File: src/rtl/tcp_rx_segment_parser.sv
// TCP receive segment parser.
// Takes a byte-serial TCP segment and extracts the port, sequence, ack and flag
// fields. It can filter segments on destination port. Accepted segments are
// presented to the server FSM over a valid/ready handshake. Malformed or
// filtered segments are dropped and counted.
//
// state    | meaning
// ---------+-------------------------------------------------------------
// IDLE     | waiting for an sop byte; non-sop bytes are ignored
// HDR      | capturing fixed header bytes 0-19
// OPT      | skipping option bytes up to data_offset*4
// PAYLOAD  | counting payload bytes until eop
// DROP     | discarding the rest of an already-counted bad segment
// HOLD     | parsed segment presented, waiting for seg_ready
module tcp_rx_segment_parser #(
    parameter int LEN_W  = 16,
    parameter int DROP_W = 16
) (
    input  logic              clk,
    input  logic              rst,
    input  logic [7:0]        rx_data,
    input  logic              rx_valid,
    input  logic              rx_sop,
    input  logic              rx_eop,
    output logic              rx_ready,
    input  logic              filter_en,
    input  logic [15:0]       local_port_in,
    output logic              seg_valid,
    input  logic              seg_ready,
    output logic [15:0]       src_port_out,
    output logic [15:0]       dst_port_out,
    output logic [31:0]       seq_number_out,
    output logic [31:0]       ack_number_out,
    output logic              FIN_out,
    output logic              SYN_out,
    output logic              RST_out,
    output logic              PSH_out,
    output logic              ACK_out,
    output logic [LEN_W-1:0]  payload_len_out,
    output logic [DROP_W-1:0] drop_count_out
);

    typedef enum logic [2:0] {
        S_IDLE,
        S_HDR,
        S_OPT,
        S_PAYLOAD,
        S_DROP,
        S_HOLD
    } state_t;

    state_t state, state_nxt;

    logic [5:0]        idx;
    logic [15:0]       src_sh;
    logic [15:0]       dst_sh;
    logic [31:0]       seq_sh;
    logic [31:0]       ack_sh;
    logic [3:0]        doff_sh;
    logic [4:0]        flags_sh;
    logic [LEN_W-1:0]  pay_cnt;
    logic [LEN_W-1:0]  pay_inc;
    logic [5:0]        opt_last;
    logic [DROP_W:0]   drop_sum;

    logic              xfer;
    logic              start;
    logic              eop_ok;
    logic              accept;
    logic [1:0]        drop_inc;

    // Ready is withheld while a parsed segment waits and while in reset.
    assign rx_ready  = rst && (state != S_HOLD);
    assign seg_valid = (state == S_HOLD);
    assign xfer      = rx_valid && rx_ready;
    assign pay_inc   = (&pay_cnt) ? pay_cnt : pay_cnt + 1'b1;
    assign opt_last  = {doff_sh, 2'b00} - 6'd1;
    assign drop_sum  = {1'b0, drop_count_out} + {{(DROP_W-1){1'b0}}, drop_inc};

    // State register.
    always_ff @(posedge clk or negedge rst) begin
        if (!rst) begin
            state <= S_IDLE;
        end else begin
            state <= state_nxt;
        end
    end

    // Next-state decode, drop decisions and segment acceptance.
    always_comb begin
        state_nxt = state;
        drop_inc  = 2'd0;
        start     = 1'b0;
        eop_ok    = 1'b0;
        accept    = 1'b0;
        if (state == S_HOLD) begin
            if (seg_ready) begin
                state_nxt = S_IDLE;
            end
        end else if (xfer) begin
            if (rx_sop) begin
                // A new sop abandons whatever segment is in flight; DROP was
                // already counted when it was entered.
                if (state == S_HDR || state == S_OPT || state == S_PAYLOAD) begin
                    drop_inc = drop_inc + 2'd1;
                end
                if (rx_eop) begin
                    drop_inc  = drop_inc + 2'd1;
                    state_nxt = S_IDLE;
                end else begin
                    start     = 1'b1;
                    state_nxt = S_HDR;
                end
            end else begin
                case (state)
                    S_HDR: begin
                        if (idx == 6'd12 && rx_data[7:4] < 4'd5) begin
                            drop_inc  = 2'd1;
                            state_nxt = rx_eop ? S_IDLE : S_DROP;
                        end else if (rx_eop) begin
                            if (idx == 6'd19 && doff_sh == 4'd5) begin
                                eop_ok = 1'b1;
                            end else begin
                                drop_inc  = 2'd1;
                                state_nxt = S_IDLE;
                            end
                        end else if (idx == 6'd19) begin
                            state_nxt = (doff_sh > 4'd5) ? S_OPT : S_PAYLOAD;
                        end
                    end
                    S_OPT: begin
                        if (rx_eop) begin
                            if (idx == opt_last) begin
                                eop_ok = 1'b1;
                            end else begin
                                drop_inc  = 2'd1;
                                state_nxt = S_IDLE;
                            end
                        end else if (idx == opt_last) begin
                            state_nxt = S_PAYLOAD;
                        end
                    end
                    S_PAYLOAD: begin
                        if (rx_eop) begin
                            eop_ok = 1'b1;
                        end
                    end
                    S_DROP: begin
                        if (rx_eop) begin
                            state_nxt = S_IDLE;
                        end
                    end
                    default: begin
                    end
                endcase
                // data_offset < 5 never reaches here; only the port filter remains.
                if (eop_ok) begin
                    if (filter_en && dst_sh != local_port_in) begin
                        drop_inc  = 2'd1;
                        state_nxt = S_IDLE;
                    end else begin
                        accept    = 1'b1;
                        state_nxt = S_HOLD;
                    end
                end
            end
        end
    end

    // Header shadow capture, payload counting, output load and drop counter.
    always_ff @(posedge clk or negedge rst) begin
        if (!rst) begin
            idx             <= '0;
            src_sh          <= '0;
            dst_sh          <= '0;
            seq_sh          <= '0;
            ack_sh          <= '0;
            doff_sh         <= '0;
            flags_sh        <= '0;
            pay_cnt         <= '0;
            src_port_out    <= '0;
            dst_port_out    <= '0;
            seq_number_out  <= '0;
            ack_number_out  <= '0;
            FIN_out         <= 1'b0;
            SYN_out         <= 1'b0;
            RST_out         <= 1'b0;
            PSH_out         <= 1'b0;
            ACK_out         <= 1'b0;
            payload_len_out <= '0;
            drop_count_out  <= '0;
        end else begin
            if (start) begin
                src_sh[15:8] <= rx_data;
                idx          <= 6'd1;
                pay_cnt      <= '0;
            end else if (xfer && (state == S_HDR || state == S_OPT)) begin
                idx <= idx + 6'd1;
                case (idx)
                    6'd1:  src_sh[7:0]   <= rx_data;
                    6'd2:  dst_sh[15:8]  <= rx_data;
                    6'd3:  dst_sh[7:0]   <= rx_data;
                    6'd4:  seq_sh[31:24] <= rx_data;
                    6'd5:  seq_sh[23:16] <= rx_data;
                    6'd6:  seq_sh[15:8]  <= rx_data;
                    6'd7:  seq_sh[7:0]   <= rx_data;
                    6'd8:  ack_sh[31:24] <= rx_data;
                    6'd9:  ack_sh[23:16] <= rx_data;
                    6'd10: ack_sh[15:8]  <= rx_data;
                    6'd11: ack_sh[7:0]   <= rx_data;
                    6'd12: doff_sh       <= rx_data[7:4];
                    6'd13: flags_sh      <= rx_data[4:0];
                    default: begin
                    end
                endcase
            end else if (xfer && state == S_PAYLOAD) begin
                pay_cnt <= pay_inc;
            end

            if (accept) begin
                src_port_out    <= src_sh;
                dst_port_out    <= dst_sh;
                seq_number_out  <= seq_sh;
                ack_number_out  <= ack_sh;
                FIN_out         <= flags_sh[0];
                SYN_out         <= flags_sh[1];
                RST_out         <= flags_sh[2];
                PSH_out         <= flags_sh[3];
                ACK_out         <= flags_sh[4];
                payload_len_out <= (state == S_PAYLOAD) ? pay_inc : '0;
            end

            if (drop_inc != 2'd0) begin
                drop_count_out <= drop_sum[DROP_W] ? {DROP_W{1'b1}} : drop_sum[DROP_W-1:0];
            end
        end
    end

endmodule

File: config.mk
export PLATFORM = sky130hd
export DESIGN_NAME = tcp_rx_segment_parser
export DESIGN_NICKNAME = d
export VERILOG_FILES = /design/src/rtl/tcp_rx_segment_parser.sv
export SDC_FILE = /design/constraint.sdc
export NUM_CORES = 1
export LEC_CHECK = 0
export ABC_AREA = 1
export BUFFER_PORTS_ARGS = -buffer_cell sky130_fd_sc_hd__buf_2
export CORE_ASPECT_RATIO = 0.7
export CORE_MARGIN = 8
export CORE_UTILIZATION = 45
export CTS_CLUSTER_DIAMETER = 120
export DETAILED_ROUTE_END_ITERATION = 6
export PLACE_DENSITY_LB_ADDON = 0.05
export SYNTH_ARGS = -nofsm -noshare
export SYNTH_HDL_FRONTEND = slang
export SYNTH_SLANG_ARGS = --single-unit
File: constraint.sdc
create_clock -name clk -period 10.3 [get_ports clk]
set_input_delay 1.545 -clock clk [delete_from_list [all_inputs] [get_ports clk]]
set_output_delay 1.545 -clock clk [all_outputs]
set_load 0.01 [all_outputs]
# Yosys cells after proc, flatten, opt, wreduce, memory -nomap -nowiden

Index checks and enable logic that the tools add are counted.

Register bits: 263
Bits of input ports: 31
Output and inout bits: 135
Logic and storage cells: 157

Add/subtract/negate cells: 5
Magnitude comparators: 2
Eq/ne operators: 30
Muxes and demuxes: 61
Bitwise gates (word level): 1
Reduce and logical (&&, ||, !) cells: 30

Operator list:

| operator                | count |
|---|---|
| $mux W16                | 6 |
| $mux W3                 | 15 |
| $reduce_and A3 Y1       | 13 |
| $eq A6 B4 Y1 const B    | 6 |
| $mux W1                 | 26 |
| $eq A6 B3 Y1 const B    | 4 |
| $mux W2                 | 9 |
| $add A16 B2 Y17         | 1 |
| $add A16 B1 Y16 const B | 1 |
| $ne A16 B16 Y1          | 1 |
| $reduce_and A16 Y1      | 1 |
| $eq A6 B2 Y1 const B    | 2 |
| $mux W6                 | 2 |
| $pmux W3 S3             | 1 |
| $reduce_and A8 Y1       | 1 |
| $reduce_bool A2 Y1      | 4 |
| $logic_and A1 B1 Y1     | 7 |
| $ne A7 B4 Y1 const B    | 1 |
| $ne A7 B6 Y1 const B    | 1 |
| $add A6 B1 Y6 const B   | 1 |
| $eq A3 B2 Y1 const B    | 2 |
| $eq A3 B3 Y1 const B    | 2 |
| $eq A6 B1 Y1 const B    | 1 |
| $eq A6 B5 Y1 const B    | 1 |
| other kinds (19)        | 20 |

# Logic depth before layout (Yosys ltp)

Gate-level depths: netlist (run 1).

Depth after elaboration: 15
Gate-level depth with buffers: 30

# Least setup slack after synthesis (run 1)

OpenSTA, ideal clock, no wires.

Kind: input to register
Start point: input local_port_in[6]
End point: register drop_count_out[9]
Data arrival time: 4.214 ns
Data required time: 10.234 ns
Slack: 6.020 ns
Stages: 24
Path buffers: 2
Path through: or2_2 nand3_1 nor2_1 nand2_1 nor2_1 nor2_1 nand2_2 nand3_2 nand2_4 buf_2 inv_1 ha_1 inv_1 fa_1 inv_1 nand3_1 inv_1 nand2_1 inv_1 nand4_1 clkbuf_1 nand3_1 nand2_2 nand2_1

Longest elaborated chain between the ends: 9

RTL lines:

| item                    | line | RTL |
|---|---|---|
| start: declaration      | 27   | `input logic [15:0] local_port_in,` |
| $ne A16 B16 Y1 (*)      | 158  | `if (filter_en && dst_sh != local_port_in) begin` |
| $logic_and A1 B1 Y1 (*) | 158  |  |
| $mux W2 (*)             | 158  |  |
| $mux W2 (*)             | 157  | `if (eop_ok) begin` |
| $mux W2 (*)             | 101  | `if (rx_sop) begin` |
| $mux W2 (*)             | 100  | `end else if (xfer) begin` |
| $mux W2 (*)             | 96   | `if (state == S_HOLD) begin` |
| $add A16 B2 Y17         | 78   | `assign drop_sum = {1'b0, drop_count_out} + {{(DROP_W-1){1'b0}}, drop_inc};` |
| $mux W16                | 234  | `drop_count_out <= drop_sum[DROP_W] ? {DROP_W{1'b1}} : drop_sum[DROP_W-1:0];` |
| end signal: assignment  | 234  |  |
| end: declaration        | 40   | `output logic [DROP_W-1:0] drop_count_out` |

Every way passes the cells marked *; elsewhere a longest branch is shown, timed or not.
A chain may end at the register's enable or synchronous reset.

# Final worst setup path (run 1)

Start point: input rst
End point: register drop_count_out[10]

Longest elaborated chain between the ends: 6

RTL lines:

| item                    | line | RTL |
|---|---|---|
| start: declaration      | 20   | `input logic rst,` |
| $logic_and A1 B1 Y1 (*) | 73   | `assign rx_ready = rst && (state != S_HOLD);` |
| $logic_and A1 B1 Y1 (*) | 75   | `assign xfer = rx_valid && rx_ready;` |
| $mux W2 (*)             | 100  |  |
| $mux W2 (*)             | 96   |  |
| $add A16 B2 Y17         | 78   |  |
| $mux W16                | 234  |  |

Marks and branches as above.

==> results.toml, run 1 <==
[global_routing]
grt_pass1_vias = 9200
grt_pass1_wl_microns = 49940
gr-usage-all-layers_pct = 19.39
overflow = 0
antenna_found_initial = 1
grt_max_degree = 170

[synth]
async_flop_share_pct = 100.0
ys.flop_type = "dfrtp_1"
ys_top_cells_by_count = "nand2_1 (589), dfrtp_1 (263), inv_1 (85), o21ai_0 (79), o21ai_1 (62)"
synth_simple_gate_area_share_pct = 28.16
syn-num-nets = 1413
synth-edff-count = 0
synth_compound_area_share_pct = 6.873
synthesis.area_sq_mm = 0.01167
yosys_warnings = 0
synth-xor-area-share_pct = 1.651
yosys-top-cells-area = "dfrtp_1 (56%), nand2_1 (19%), o21ai_0 (3.4%)"
synth_area_leader_cell = "dfrtp_1"
synth_cell_type_count = 35
yosysMostFrequentCell = "nand2_1"
yosysTopAreaCellShare_pct = 56.40
synthAdderAreaFrac_pct = 1.244
synth-seq-area-share_pct = 56.40
synthCells = 1371
avgSynthCellArea_sq_um = 8.511
ys_ff_latch = 263
synth_top_family_by_area = "simple AND/OR/NAND/NOR gates"
synth.mux.area_fraction_pct = 0

[floorplanning]
core-area_sq_mm = 0.02557
start_util_pct = 45.64
pin_count = 166
dieArea_sq_mm = 0.03142
placementRows = 49
dieWidth_microns = 208.5
die_h_microns = 150.7

[worst_setup_path]
r2r_end = "drop_count_out[10]"
worst_r2r_startpoint = "doff_sh[0]"
crit_chain = "buf_8 -> nand2_1 -> inv_2 -> nand2_4 -> nor2_1 -> nand2_4 -> inv_1 -> ha_1 -> inv_1 -> fa_1 -> inv_1 -> nand3_1 -> inv_1 -> nand2_1 -> inv_1 -> nand4_1 -> nand3_1 -> nand2_2 -> nand2_1"
end_kind = "flip-flop"
slowest_delay_ps = 570
critPathArrivalTime_ps = 5060
worstSetupStartpointType = "input port"
cpMostUsedCell = "inv_1"
worstPathMaxFanout = 96
cp.required_ps = 10780
worstSetupPathType = "input port to flip-flop"
reg2reg_slack_ps = 6210
ff2ff_path_depth = 27
cpMaxStageDelayCell = "nand4_1"

[sta]
maxSlewViolCount = 0
fin_crit_sh_pct = 44.42
fmax_mhz = 218.6
maxSlewHeadroom_pct = 32.81
clock-skew-final_ps = 9.440
tns_ps = 0
worstMarginPinSlew_ps = 1004
finalCriticalPeriod_ps = 4575
setup_slack_ps = 5725
rsz0062_at_grt = "no"
setup_viol = 0
report.final.hold_viol_count = 0

[clock_tree]
holdBufCountCts = 0
post_cts_buffers = 0
cts.sinks = 263
cts_tree = "done"
cts_buffers = 27
clk-insertion-delay-late_ps = 550
clkSlewWorstSetupHoldPaths_ps = 60
clockBufferDepth = 3
cts_resized = 0
clk_root_buffer_cell = "clkbuf_16"
cts_max_level = 1

[place]
portBuffers = 165
post-place-ws_ps = 5202
post_dp_cell_area_sq_mm = 0.01264
gp_congestion = 0.8410
dp_hpwl_microns = 19820

[cells_and_area]
synthToLayoutAreaGrowth_pct = 16.13
fillers = 2434
nets = 1559
final_util_pct = 53.00
drive_gt1_share_pct = 17.47
final_area_sq_mm = 0.01355
diodes = 0

[route]
wl_microns = 30290
drc = 0
drtIter0Drc = 553
dr.pass1.iters = 5
vias = 9290
wl_per_cell_microns = 16.24
avgViaCountPerCell = 4.981
drtAntennaViolNets = 0

[worst_hold_path]
holdPathEnd = "src_port_out[13]"
hp-start = "src_sh[13]"
min_path_cells = 2
hp-class = "flip-flop to flip-flop"

[power_and_ir_drop]
vdd_drop_max_mv = 0.1420
powerDensity_mw_per_mm2 = 206.1
leakagePower_nw = 7.508

[job]
max_cap_viol_count = 0

[outcome]
outcome = "completed"
cells in the final DEF (no fill, tap or decap), types with 6 or more instances in the layout:
| master | Yosys | routed |
|---|---|---|
| nand2_1 | 589 | 589 |
| dfrtp_1 | 263 | 263 |
| buf_2 | 18 | 164 |
| inv_1 | 85 | 85 |
| o21ai_0 | 79 | 79 |
| o21ai_1 | 62 | 62 |
| nand3_1 | 61 | 61 |
| nor2_1 | 45 | 45 |
| clkbuf_16 | 0 | 27 |
| nand2_2 | 22 | 22 |
| nand4_1 | 12 | 12 |
| xnor2_1 | 12 | 12 |
| xor2_1 | 10 | 10 |
| ha_1 | 10 | 10 |
| inv_2 | 9 | 9 |
| nand2_4 | 8 | 8 |
| nor4_1 | 8 | 8 |
| nor3_1 | 8 | 8 |
| or2_2 | 6 | 6 |
| a21oi_1 | 6 | 6 |
| clkbuf_8 | 0 | 6 |
| clkbuf_1 | 19 | 6 |
worst max path at each step:
stage / startpoint / end / slack [ps] / cells past startpoint
after floorplan: local_port_in[6] / drop_count_out[9] / 6020 / 24
after global placement: rst / drop_count_out[10] / 5250 / 19
after detailed placement: rst / drop_count_out[10] / 5200 / 19
after CTS: rst / drop_count_out[10] / 5760 / 19
after global routing: rst / drop_count_out[10] / 5280 / 19
final: rst / drop_count_out[10] / 5720 / 19
final cells by class:
cell class | count | area [sq um] | share of cell area (%)
Timing Repair Buffer | 168 | 870.8 | 6.427
Clock inverter | 7 | 125.1 | 0.9234
Sequential cell | 263 | 6581 | 48.57
Multi-Input combinational cell | 963 | 4425 | 32.66
Inverter | 94 | 352.8 | 2.604
Clock buffer | 39 | 780.7 | 5.762
Tap cell | 331 | 414.1 | 3.056
critical path, delay by kind of cell:
family                   cells  cell delay (ps)
AND/OR/NAND/NOR             10             1790
buffers and inverters        7             1050
adder cells (fa/ha/maj)      2              580
stage by stage:
stage | hold slack [ps] | power (W) | std cells
2_1_floorplan | 442.2 | 0.001653 | 1371
3_3_place_gp | 452.9 | 0.001789 | 1819
3_5_place_dp | 452.4 | 0.001801 | 1819
4_1_cts | 467.6 | 0.002825 | 1865
5_1_grt | 491.3 | 0.002960 | 1865
6_report | 463.2 | 0.002792 | 1865
kinds of logic (layout without fill, tap and decap cells):
group,count (synthesis),count (layout)
xor gates and xnor gates,22,22
and+or+nand+nor,774,774
AOI/OAI and AO/OA,156,156
adders and majority gates,11,11
buffers and inverters,145,308
DFF,263,263
flip-flops by register name, indices dropped and copies added, names as in the netlist, 3 cells and up:
signal	flops
seq_sh	32
idx	6
dst_sh	16
payload_len_out	16
flags_sh	5
drop_count_out	16
src_sh	16
src_port_out	16
pay_cnt	16
seq_number_out	32
dst_port_out	16
ack_sh	32
state	3
ack_number_out	32
doff_sh	4
per-layer routing:
metal	wire length, microns	up-vias	GRT usage [%]
met3	1453	35	3.869
met4	459	2	3.503
met2	13650	186	30.84
met1	14720	4458	27.57
li1	-	4609	-
met5	13	-	0
where the power goes:
part | switching [W] | internal, W | total (W)
Clock | 0.000410 | 0.000600 | 0.00101
Combinational | 0.000304 | 0.000168 | 0.000472
Sequential | 0.000119 | 0.00119 | 0.00131
Total | 0.000833 | 0.00196 | 0.00279
Note: power is estimated with default switching activity, not from simulation.
==> inputs of run 2 (changes only) <==
clock period = 4 ns   (was 10.3 ns; I/O delays follow)
==> run 2 against run 1 <==
  * Global-route usage is 0.051 points lower
  * Non-clock buffer count is 8 higher
  * Total power grew to 2.7 times the previous value
  * Critical endpoint unchanged
  * Largest power group unchanged
  * Highest routed layer is now met4
==> results.toml, run 2 (same netlist as run 1, synthesis figures left out) <==
[route]
wl_microns = 30270
vias = 9215
drtIter0Drc = 606
dr.pass1.iters = 5
avgViaCountPerCell = 4.907
drtAntennaViolNets = 0
drc = 0
wl_per_cell_microns = 16.12

[clock_tree]
holdBufCountCts = 0
cts_buffers = 27
cts_resized = 0
post_cts_buffers = 0
clockBufferDepth = 3
clk-insertion-delay-late_ps = 560
clkSlewWorstSetupHoldPaths_ps = 60
cts_max_level = 1
cts.sinks = 263
cts_tree = "done"
clk_root_buffer_cell = "clkbuf_16"

[place]
gp_congestion = 0.8725
dp_hpwl_microns = 20190
dp_cells = 1827
portBuffers = 165

[global_routing]
grt_pass1_vias = 9169
grt_max_degree = 164
grt_pass1_wl_microns = 49420
gr-usage-all-layers_pct = 19.34
antenna_found_initial = 0
overflow = 0

[cells_and_area]
fillers = 2432
drive_gt1_share_pct = 18.43
nets = 1567
final_cell_count_no_fill = 1878
final_common_cell = "nand2_1"
layout_common_cells = "nand2_1 (589), dfrtp_1 (263), buf_2 (164), inv_1 (85), o21ai_0 (79)"
synthToLayoutAreaGrowth_pct = 18.04

[sta]
worstMarginPinSlew_ps = 911.8
maxSlewHeadroom_pct = 39.21
tns_ps = 0
report.final.hold_viol_count = 0
hold_ws_ps = 196.2
clock-skew-final_ps = 12.40
finalCriticalPeriod_ps = 3424
fmax_mhz = 292.1
rsz0062_at_grt = "no"
maxSlewViolCount = 0
setup_viol = 0
fin_crit_sh_pct = 85.60

[power_and_ir_drop]
leakagePower_nw = 7.611
vdd_drop_max_mv = 0.3536
powerDensity_mw_per_mm2 = 547.0

[floorplanning]
start_util_pct = 45.64
dieArea_sq_mm = 0.03142
dieWidth_microns = 208.5
core-area_sq_mm = 0.02557
die_h_microns = 150.7
placementRows = 49
pin_count = 166

[worst_setup_path]
worstSetupStartpointType = "flip-flop"
slowest_delay_ps = 410
cpMaxStageDelayCell = "dfrtp_1"
worstPathMaxFanout = 12
worstSetupPathType = "flip-flop to flip-flop"
end_kind = "flip-flop"
critPathArrivalTime_ps = 3920
reg2reg_slack_ps = 580
cpMostUsedCell = "inv_1"
cp.required_ps = 4490

[worst_hold_path]
hp-class = "input port to async pin"

[job]
max_cap_viol_count = 0

[outcome]
outcome = "completed"
[run 2: cell count changes in the layout (fill, tap and decap cells not counted)]
cell        previous run  this run
clkbuf_8               6         3
clkinv_2               3         5
inv_6                  0         1
bufinv_16              3         8
buf_4                  2         9
buf_12                 1         2
clkinvlp_4             0         3
clkbuf_1               6         1
diode_2                0         1
clkinv_8               0         1
[run 2: worst max-delay path: cells and delay by family, from the launching register on]
kind | cells | cell delay [ps]
buf+inv | 8 | 740
fa+ha+maj | 3 | 840
simple gates | 17 | 1360
flops | 1 | 410
[run 2: through the flow]
stage | setup slack, ps | power (W) | util [%] | instance area, sq um
4_1_cts | 549.7 | 0.007615 | 53.86 | 13770
3_3_place_gp | 611.8 | 0.004620 | 49.74 | 12720
2_1_floorplan | 566.3 | 0.004256 | - | 11670
3_5_place_dp | 550.6 | 0.004642 | 49.74 | 12720
5_1_grt | 59.70 | 0.007951 | 53.86 | 13770
6_report | 576.1 | 0.007534 | 53.87 | 13770
[run 2: final timing paths]
kind / start / endpoint / cells after the start
max: doff_sh[0] / drop_count_out[10] / 28
min: rst / payload_len_out[15] / 2
max reg2reg: doff_sh[0] / drop_count_out[10] / 28
min reg2reg: ack_sh[13] / ack_number_out[13] / 2
max in group asynchronous: rst / ack_number_out[18] / 3
min in group clk: rx_data[7] / doff_sh[3] / 3
[run 2: where the power goes]
part | internal (W) | switching, W
clock | 0.00183 | 0.00111
combinational | 0.000438 | 0.000786
sequential | 0.00307 | 0.000303
[run 2: cell type report]
type	instances	area [sq um]	share of cell area [%]
flip-flops and latches	263	6581	47.78
multi-input cells	963	4425	32.13
repair buffers	176	943.4	6.850
clock buffers	31	720.7	5.233
well taps	331	414.1	3.007
inverters	94	352.8	2.562
clock inverters	19	332.8	2.416
diodes	1	2.502	0.01817
[run 2: layer usage]
layer	wire (microns)	track usage, %	share of wire (%)	up-vias
li1	-	-	-	4634
met1	15050	27.37	50	4389
met2	13390	30.34	44	151
met3	1308	4.222	4.3	41
met4	522	4.105	1.7	0
met5	0	0	0	-
